<file path="src/rtl/ysyx_23060020_memarb_pkg.sv">
// Shared types and constants for the IFU/LSU memory arbiter.
package ysyx_23060020_memarb_pkg;

  typedef enum logic [1:0] {
    StIdle,
    StReq,
    StWait,
    StResp
  } state_e;

  localparam logic MID_IFU = 1'b0;
  localparam logic MID_LSU = 1'b1;

  localparam int unsigned DEFAULT_TIMEOUT = 255;
  localparam int unsigned CNT_W           = 8;

endpackage

</file>
<file path="src/rtl/ysyx_23060020_rr_pick2.sv">
// Two-input round-robin picker: on a tie the master not granted last wins.
module ysyx_23060020_rr_pick2 (
  input  logic [1:0] valid,
  input  logic       last_grant,
  output logic [1:0] grant
);

  always_comb begin
    grant = 2'b00;
    unique case (valid)
      2'b01:   grant = 2'b01;
      2'b10:   grant = 2'b10;
      2'b11:   grant = last_grant ? 2'b01 : 2'b10;
      default: grant = 2'b00;
    endcase
  end

endmodule

</file>
<file path="src/rtl/ysyx_23060020_memarb.sv">
// Shares one memory port between IFU (m0) and LSU (m1); one transaction at a time,
// with a response watchdog so a silent slave cannot stall the core.
module ysyx_23060020_memarb
  import ysyx_23060020_memarb_pkg::*;
#(
  parameter int unsigned AW      = 32,
  parameter int unsigned DW      = 32,
  parameter int unsigned TIMEOUT = DEFAULT_TIMEOUT
) (
  input  logic            clk,
  input  logic            rst,
  input  logic            m0_valid,
  output logic            m0_ready,
  input  logic [AW-1:0]   m0_addr,
  input  logic            m0_wen,
  input  logic [DW-1:0]   m0_wdata,
  input  logic [DW/8-1:0] m0_wmask,
  output logic            m0_rvalid,
  output logic [DW-1:0]   m0_rdata,
  output logic            m0_rerr,
  input  logic            m1_valid,
  output logic            m1_ready,
  input  logic [AW-1:0]   m1_addr,
  input  logic            m1_wen,
  input  logic [DW-1:0]   m1_wdata,
  input  logic [DW/8-1:0] m1_wmask,
  output logic            m1_rvalid,
  output logic [DW-1:0]   m1_rdata,
  output logic            m1_rerr,
  output logic            s_valid,
  input  logic            s_ready,
  output logic [AW-1:0]   s_addr,
  output logic            s_wen,
  output logic [DW-1:0]   s_wdata,
  output logic [DW/8-1:0] s_wmask,
  input  logic            s_rvalid,
  input  logic [DW-1:0]   s_rdata
);

  localparam logic [CNT_W-1:0] TimeoutCnt = CNT_W'(TIMEOUT);

  state_e           state_q, state_d;
  logic             last_grant_q;
  logic             owner_q;
  logic [CNT_W-1:0] cnt_q;
  logic [CNT_W-1:0] cnt_inc;
  logic [DW-1:0]    rdata_q;
  logic             rerr_q;
  logic [1:0]       grant;
  logic             accept;
  logic             win_id;
  logic             expired;

  ysyx_23060020_rr_pick2 u_pick (
    .valid      ({m1_valid, m0_valid}),
    .last_grant (last_grant_q),
    .grant      (grant)
  );

  assign accept  = (state_q == StIdle) && (|grant);
  assign win_id  = grant[1];
  assign cnt_inc = cnt_q + 8'd1;
  assign expired = (cnt_inc == TimeoutCnt);

  always_ff @(posedge clk or negedge rst) begin
    if (!rst) state_q <= StIdle;
    else      state_q <= state_d;
  end

  always_comb begin
    state_d = state_q;
    unique case (state_q)
      StIdle:  if (|grant) state_d = StReq;
      StReq:   if (s_ready) state_d = StWait;
      StWait:  if (s_rvalid || expired) state_d = StResp;
      StResp:  state_d = StIdle;
      default: state_d = StIdle;
    endcase
  end

  always_ff @(posedge clk or negedge rst) begin
    if (!rst) begin
      last_grant_q <= MID_IFU;
      owner_q      <= MID_IFU;
      s_addr       <= '0;
      s_wen        <= 1'b0;
      s_wdata      <= '0;
      s_wmask      <= '0;
      cnt_q        <= '0;
      rdata_q      <= '0;
      rerr_q       <= 1'b0;
    end else begin
      if (accept) begin
        last_grant_q <= win_id;
        owner_q      <= win_id;
        s_addr       <= win_id ? m1_addr  : m0_addr;
        s_wen        <= win_id ? m1_wen   : m0_wen;
        s_wdata      <= win_id ? m1_wdata : m0_wdata;
        s_wmask      <= win_id ? m1_wmask : m0_wmask;
      end
      if (state_q == StReq && s_ready) cnt_q <= '0;
      else if (state_q == StWait)      cnt_q <= cnt_inc;
      // s_rvalid is only honoured in WAIT; stale responses elsewhere are dropped
      if (state_q == StWait) begin
        if (s_rvalid) begin
          rdata_q <= s_rdata;
          rerr_q  <= 1'b0;
        end else if (expired) begin
          rdata_q <= '0;
          rerr_q  <= 1'b1;
        end
      end
    end
  end

  always_comb begin
    // Gate ready with reset so nothing looks accepted while the core is held.
    m0_ready  = rst && (state_q == StIdle) && grant[0];
    m1_ready  = rst && (state_q == StIdle) && grant[1];
    s_valid   = (state_q == StReq);
    m0_rvalid = (state_q == StResp) && (owner_q == MID_IFU);
    m1_rvalid = (state_q == StResp) && (owner_q == MID_LSU);
    m0_rdata  = rdata_q;
    m1_rdata  = rdata_q;
    m0_rerr   = rerr_q;
    m1_rerr   = rerr_q;
  end

endmodule

</file>
<file path="config.mk">
export PLATFORM = sky130hd
export DESIGN_NAME = ysyx_23060020_memarb
export DESIGN_NICKNAME = d
export VERILOG_FILES = /design/src/rtl/ysyx_23060020_memarb_pkg.sv /design/src/rtl/ysyx_23060020_rr_pick2.sv /design/src/rtl/ysyx_23060020_memarb.sv
export SDC_FILE = /design/constraint.sdc
export NUM_CORES = 1
export LEC_CHECK = 0
export ABC_AREA = 1
export BUFFER_PORTS_ARGS = -buffer_cell sky130_fd_sc_hd__buf_2
export CORE_AREA = 2 2 124 126
export DETAILED_ROUTE_END_ITERATION = 16
export DIE_AREA = 0 0 126 128
export PLACE_DENSITY_LB_ADDON = 0.12
export SLEW_MARGIN = 30
export SYNTH_ARGS = -nofsm -noshare
export SYNTH_HDL_FRONTEND = slang
export SYNTH_HIERARCHICAL = 1
export SYNTH_SLANG_ARGS = --single-unit
</file>
<file path="constraint.sdc">
create_clock -name clk -period 2.3 [get_ports clk]
set_input_delay 0.23 -clock clk [delete_from_list [all_inputs] [get_ports clk]]
set_output_delay 0.23 -clock clk [all_outputs]
set_load 0.02 [all_outputs]
</file>
==> metrics, run 1 <==
core area ~0.015 mm2; multi-input logic area 0.00199 mm2; Hold EP m0_rdata[21]; hold path start s_rdata[21]; die height roughly 130 um; synthesis-to-layout area growth 40.3%; chip width approximately 130 um; boundary pin count around 320; Via-to-Cell Ratio 4.57; # DRC 0; internal reg-to-reg setup slack ~0.50 ns; antenna cells 0; gr ovfl total 0; Post-CTS Resized 0; most frequent cells in the layout buf_2 (314), nand2_1 (265), dfrtp_1 (113), nor2_1 (75), a31oi_1 (69); CP arrival 1.81 ns; final layout net count roughly 1,100; Worst Path Required 2.07 ns; Row Count between 40 and 50; initial core utilization between 30% and 40%; Worst Hold Path Cells 3; placed cell area 0.00686 mm2; Reg power frac 31.1%; clock group share of total power roughly a quarter; Final Instance Count excl. Fillers roughly 1,100; Routed WL ~16,000 um; Primary FF master, synth dfrtp_1; RD Place Congestion 0.850; worst min path class in2reg; Final Hold Viols 0; Synth warnings 6; Routed wire per std cell approximately 14 um; Setup CP Type reg2out; vias in the first global route approximately 5,000; post-route minimum period roughly 2.0 ns; worst path cell trace a21oi_4 > inv_2 > buf_4 > nor3_1 > buf_2; CP max-delay cell dfrtp_1; sequential share of the synthesized area around 53%; DRT iter0 DRCs 230; initial antenna violation count 0; critical-path maximum fanout 29; Post-synth ARST share 100%; CTS root buffer clkbuf_16; Leak 0.00403 uW; most common cell after layout, fill and taps aside buf_2; NetSw roughly 4800 uW; Max Freq between 400 and 500 MHz; fin util between 50% and 60%; CTS Sinks 113; Post-DRT Antenna Nets 0; design area 0.00747 mm2; Cells after Synth roughly 650; CTS HTree Levels 4; switching share of power 43.0%; period utilization 88.6%; fin. max-slew vios 0; Worst-Skew Late Latency 0.41 ns; vias post-DR roughly 5,200; EDFF count, synth 0; share of layout cells above drive strength 1 ~39%; clk_skew 0.00714 ns; Placed Cells about 1,100; maximum VDD drop 0.530 mV; reg2reg start cnt_q[0]; Synth Cell Area 0.00532 mm2; sequential standard cell area between 0.002 and 0.003 mm2; Slowest Stage Delay on Critical Path around 0.44 ns; Slew headroom 51.2%; maximum number of pins on one net before global-route repair roughly 110; Synth cell types 22; PwrDens roughly 1500 mW/mm2; First-pass DRT Iterations 4; syn_nets 836; TritonCTS Buffers 17; Port Buffers ~320; RSZ-0062 raised after global routing false; critical path startpoint category flip-flop; GRT Overall Usage 19.7%; global-route wire length before repair approximately 25,000 um; Slew @ Worst Pin ~0.73 ns; Syn Area/Cell 8.13 um2; number of fill cells between 1,500 and 2,000; CTS tree yes; setup TNS 0 ns; clock-pin transition on the worst setup and hold timing paths ~0.050 ns; Max-Cap Viols 0; Final Setup Violations 0; Internal 6420 uW; Reg2Reg Capture Point m0_rdata[23]; postcts setup bufs 0; outcome completed; clock buffer depth 2; die area 0.0161 mm2; worst reg2reg path depth 13; hpwl dp 11,500 um; critical path endpoint category output port; Gate power share between 40 and 50%; #FFs+latches synth 113
==> critical path: cells and delay by family, from the launching register on <==
family	cells	cell delay (ns)
compound gates	1	0.18
buf+inv	3	0.53
flops	1	0.44
simple gates	1	0.24
==> state kept, by name (all words and copies together), names as in the netlist <==
signal / flops
s_addr: 32
m0_rerr: 1
s_wen: 1
owner_q: 1
state_q: 2
s_wmask: 4
cnt_q: 8
s_wdata: 32
m0_rdata: 32
==> synthesized netlist by cell type, types with 2 or more instances <==
cell type | number | area [um2]
a31oi_1 | 69 | 432
buf_6 | 3 | 33.8
dfrtp_1 | 113 | 2830
a21oi_2 | 2 | 17.5
buf_2 | 14 | 70.1
o22ai_1 | 4 | 25.0
inv_1 | 25 | 93.8
nor2_1 | 75 | 282
nand3_1 | 12 | 60.1
nand2_1 | 265 | 995
o21ai_0 | 5 | 25.0
nor3_1 | 2 | 10.0
ha_1 | 6 | 75.1
buf_4 | 33 | 248
clkbuf_1 | 19 | 71.3
==> final cells by class <==
class / instances / share of cell area (%)
tap: 188 / 3.15
multi-input combinational: 446 / 26.7
clock buffer: 19 / 6.07
inverter: 26 / 1.31
timing repair buffer: 327 / 23.1
sequential: 113 / 37.9
clock inverter: 12 / 1.88
==> layer usage <==
layer | global-route usage (%) | wire length (um)
met4 | 8.73 | 475
met5 | 0 | 0
met3 | 6.68 | 1330
met2 | 31.9 | 7360
met1 | 24.0 | 6640
==> metrics by stage <==
step | setup slack, ns | total power, uW | hold slack [ns]
finish | 0.262 | 11300 | 0.0196
global route | 0.145 | 12000 | 0.0173
CTS | 0.210 | 11400 | 0.00313
detailed placement | 0.474 | 8710 | 0.391
global placement | 0.517 | 8680 | 0.391
floorplan | 0.587 | 7120 | -0.0656
==> kinds of logic (layout without fill, tap and decap cells) <==
logic type               after synthesis  count (layout)  share of synthesized area (%)
adder cells (fa/ha/maj)                6               6                           1.41
XOR/XNOR                               1               1                          0.165
multiplexers                           1               1                          0.212
flip-flops                           113             113                           53.2
AND/OR/NAND/NOR                      356             356                           25.6
AO/OA/AOI/OAI                         82              82                           9.64
buffers and inverters                 95             384                           9.78
==> how the worst max path moves through the flow <==
stage	start	endpoint	cells past startpoint
6_report	owner_q	m1_ready	5
5_1_grt	owner_q	m1_ready	5
4_1_cts	owner_q	m1_ready	5
3_5_place_dp	state_q[0]	s_addr[18]	7
3_3_place_gp	cnt_q[0]	m0_rdata[18]	13
2_1_floorplan	owner_q	m1_ready	5
==> power by group through the flow <==
| stage | logic [uW] | clock network (uW) | registers, uW |
|---|---|---|---|
| 6_report | 5100 | 2650 | 3500 |
| 3_3_place_gp | 5150 | 0 | 3530 |
| 2_1_floorplan | 2540 | 0 | 4580 |
| 3_5_place_dp | 5190 | 0 | 3520 |
| 4_1_cts | 5180 | 2710 | 3520 |
| 5_1_grt | 5600 | 2790 | 3630 |
==> what timing repair did <==
item                                   in CTS  in global routing
endpoints found under the hold margin     113                  0
setup endpoints to repair                   0                  0
hold buffers                                1                  0
No activity file was read; power rests on OpenSTA's default activity.
==> inputs of run 2 (changes only) <==
Clock period 2.3 ns to 2.1 ns, I/O delays scaled along.
==> run 2 against run 1 <==
Compared with the run above: global-route usage rose by 0.31 points; clock power grew 15%; largest power group unchanged; critical endpoint unchanged; combinational power up 12%; wire length increased by 1.6%; sequential cell count unchanged; critical path type unchanged; die area is the same; highest routed layer unchanged.
==> metrics, run 2 (synthesis gave the netlist of run 1 again) <==
Routed WL 16,100 um (+1.6%); worst min path class in2reg; final layout net count 1,141 (+2.5%); CTS Sinks 113 (unchanged); Buf/Inv on CP 3 (unchanged); postcts setup bufs 0 (unchanged); Worst Path Required 1.89 ns (-0.18 ns); most common cell after layout, fill and taps aside buf_2; Max-Cap Viols 0 (unchanged); clock buffer depth 2 (unchanged); setup TNS 0 ns (unchanged); CTS HTree Levels 4 (unchanged); PwrDens 1610 mW/mm2 (+6.8%); CTS root buffer clkbuf_16; clock-pin transition on the worst setup and hold timing paths 0.05 ns (about the same); hpwl dp 11,300 um (-1.4%); Routed wire per std cell 13.8 um (-1.0%); internal reg-to-reg setup slack 0.28 ns (-0.22 ns); maximum number of pins on one net before global-route repair 114 (unchanged); initial antenna violation count 0 (unchanged); Setup CP Type reg2out; vias post-DR 5,276 (+2.1%); outcome completed; clk_skew 0.00658 ns (-0.000557 ns); boundary pin count 316 (unchanged); RSZ-0062 raised after global routing false; global-route wire length before repair 25,400 um (+0.85%); die area 0.0161 mm2 (unchanged); reg2reg start cnt_q[0]; post-route minimum period around 2.0 ns; share of layout cells above drive strength 1 37.3% (-1.3 points); CTS tree yes; Row Count 45 (unchanged); Via-to-Cell Ratio 4.54 (-0.55%); GRT Overall Usage 20.0% (+0.31 points); number of fill cells 1,484 (-3.7%); CP max-delay cell dfrtp_1; synthesis-to-layout area growth 46.9%; period utilization 94.4%; most frequent cells in the layout buf_2 (314), nand2_1 (265), dfrtp_1 (113), nor2_1 (75), a31oi_1 (69); Final Setup Violations 0 (unchanged); Max Freq slightly above 500 MHz; sequential standard cell area 0.00283 mm2 (unchanged); core area 0.0149 mm2 (unchanged); vias in the first global route 5,052 (+0.62%); TritonCTS Buffers 17 (unchanged); Critical path destination m1_ready; Reg2Reg Capture Point m0_rdata[6]; Port Buffers 315 (unchanged); First-pass DRT Iterations 4 (unchanged); initial core utilization 35.8% (unchanged); multi-input logic area 0.00199 mm2 (unchanged); gr ovfl total 0 (unchanged); critical-path maximum fanout 26 (-10%); die height 128 um (unchanged); Worst-Skew Late Latency 0.41 ns (about the same); worst reg2reg path depth 13 (unchanged); fin. max-slew vios 0 (unchanged); CP delay by family, top buffers and inverters; Critical Path Source owner_q; DRT iter0 DRCs 213 (-7.4%); maximum VDD drop 0.662 mV (+25%); Slew @ Worst Pin 0.627 ns (-0.105 ns); CP arrival 1.77 ns (-0.04 ns); Post-DRT Antenna Nets 0 (unchanged); chip width 126 um (unchanged); RD Place Congestion 0.830 (-2.4%); total design power 12,600 uW (+12%); Slowest Stage Delay on Critical Path 0.44 ns (about the same); worst path cell trace a21oi_4 > inv_2 > buf_6 > nor3_1 > buf_2; Leak 0.00417 uW (+3.4%); number of cells on the critical path 5 (unchanged); critical path endpoint category output port; # DRC 0 (unchanged); Slew headroom 58.2% (+7.0 points); critical path startpoint category flip-flop; Final Hold Viols 0 (unchanged)
-- run 2: cell types whose count changed in the layout (fill, tap and decap cells not counted) --
| cell | change |
|---|---|
| diode_2 | +1 |
| dlygate4sd3_1 | +28 |
| buf_12 | +3 |
| buf_6 | +1 |
| clkinv_2 | -2 |
| clkbuf_1 | +2 |
| bufinv_16 | +1 |
| buf_4 | -4 |
-- run 2: worst min-delay path by stage --
| stage | from | to | slack (ns) | cells after the start |
|---|---|---|---|---|
| global route | s_rdata[10] | m0_rdata[10] | 0.01 | 3 |
| global placement | rst | state_q[0] | 0.37 | 2 |
| finish | s_rdata[10] | m0_rdata[10] | 0.01 | 3 |
| floorplan | rst | cnt_q[0] | -0.09 | 0 |
| CTS | s_rdata[10] | m0_rdata[10] | 0.0007 | 3 |
| detailed placement | rst | state_q[0] | 0.37 | 2 |
-- run 2: worst min-delay path, delay by kind of cell --
kind | cells | cell delay (ns)
buffers and inverters | 1 | 0.08
AND/OR/NAND/NOR | 2 | 0.11
-- run 2: cell type report --
type	count	share of cell area [%]
clock inverter	11	2.05
multi-input combinational	446	25.5
clock buffer	21	5.89
sequential	113	36.2
antenna	1	0.0320
tap	188	3.01
inverter	26	1.25
timing repair buffer	355	26.1
-- run 2: layer usage --
metal	global-route usage [%]	share of wire (%)
met1	23.6	42
met4	8.47	2.4
met2	34.0	48
met3	6.09	7.7
met5	0	0
-- run 2: stage by stage --
step	std cells	area [um2]	hold WS, ns	setup WS (ns)	util, %
2_1_floorplan	654	5320	-0.0856	0.407	-
3_3_place_gp	1099	6900	0.371	0.320	46.4
3_5_place_dp	1099	6900	0.366	0.258	46.4
4_1_cts	1160	7810	0.000736	0.0197	52.6
5_1_grt	1160	7820	0.0114	0.0260	52.6
6_report	1161	7820	0.0131	0.118	52.6
-- run 2: report_power, final --
group | switching [uW] | internal, uW | leakage [uW]
Sequential | 624 | 3220 | 0.00133
Combinational | 3710 | 1990 | 0.00254
Clock | 1010 | 2030 | 0.000303
Total | 5340 | 7240 | 0.00417
-- run 2: timing repair --
item,CTS,global route
endpoints found under the setup margin,0,1
resized for setup,0,1
endpoints found under the hold margin,141,0
hold buffers,29,0
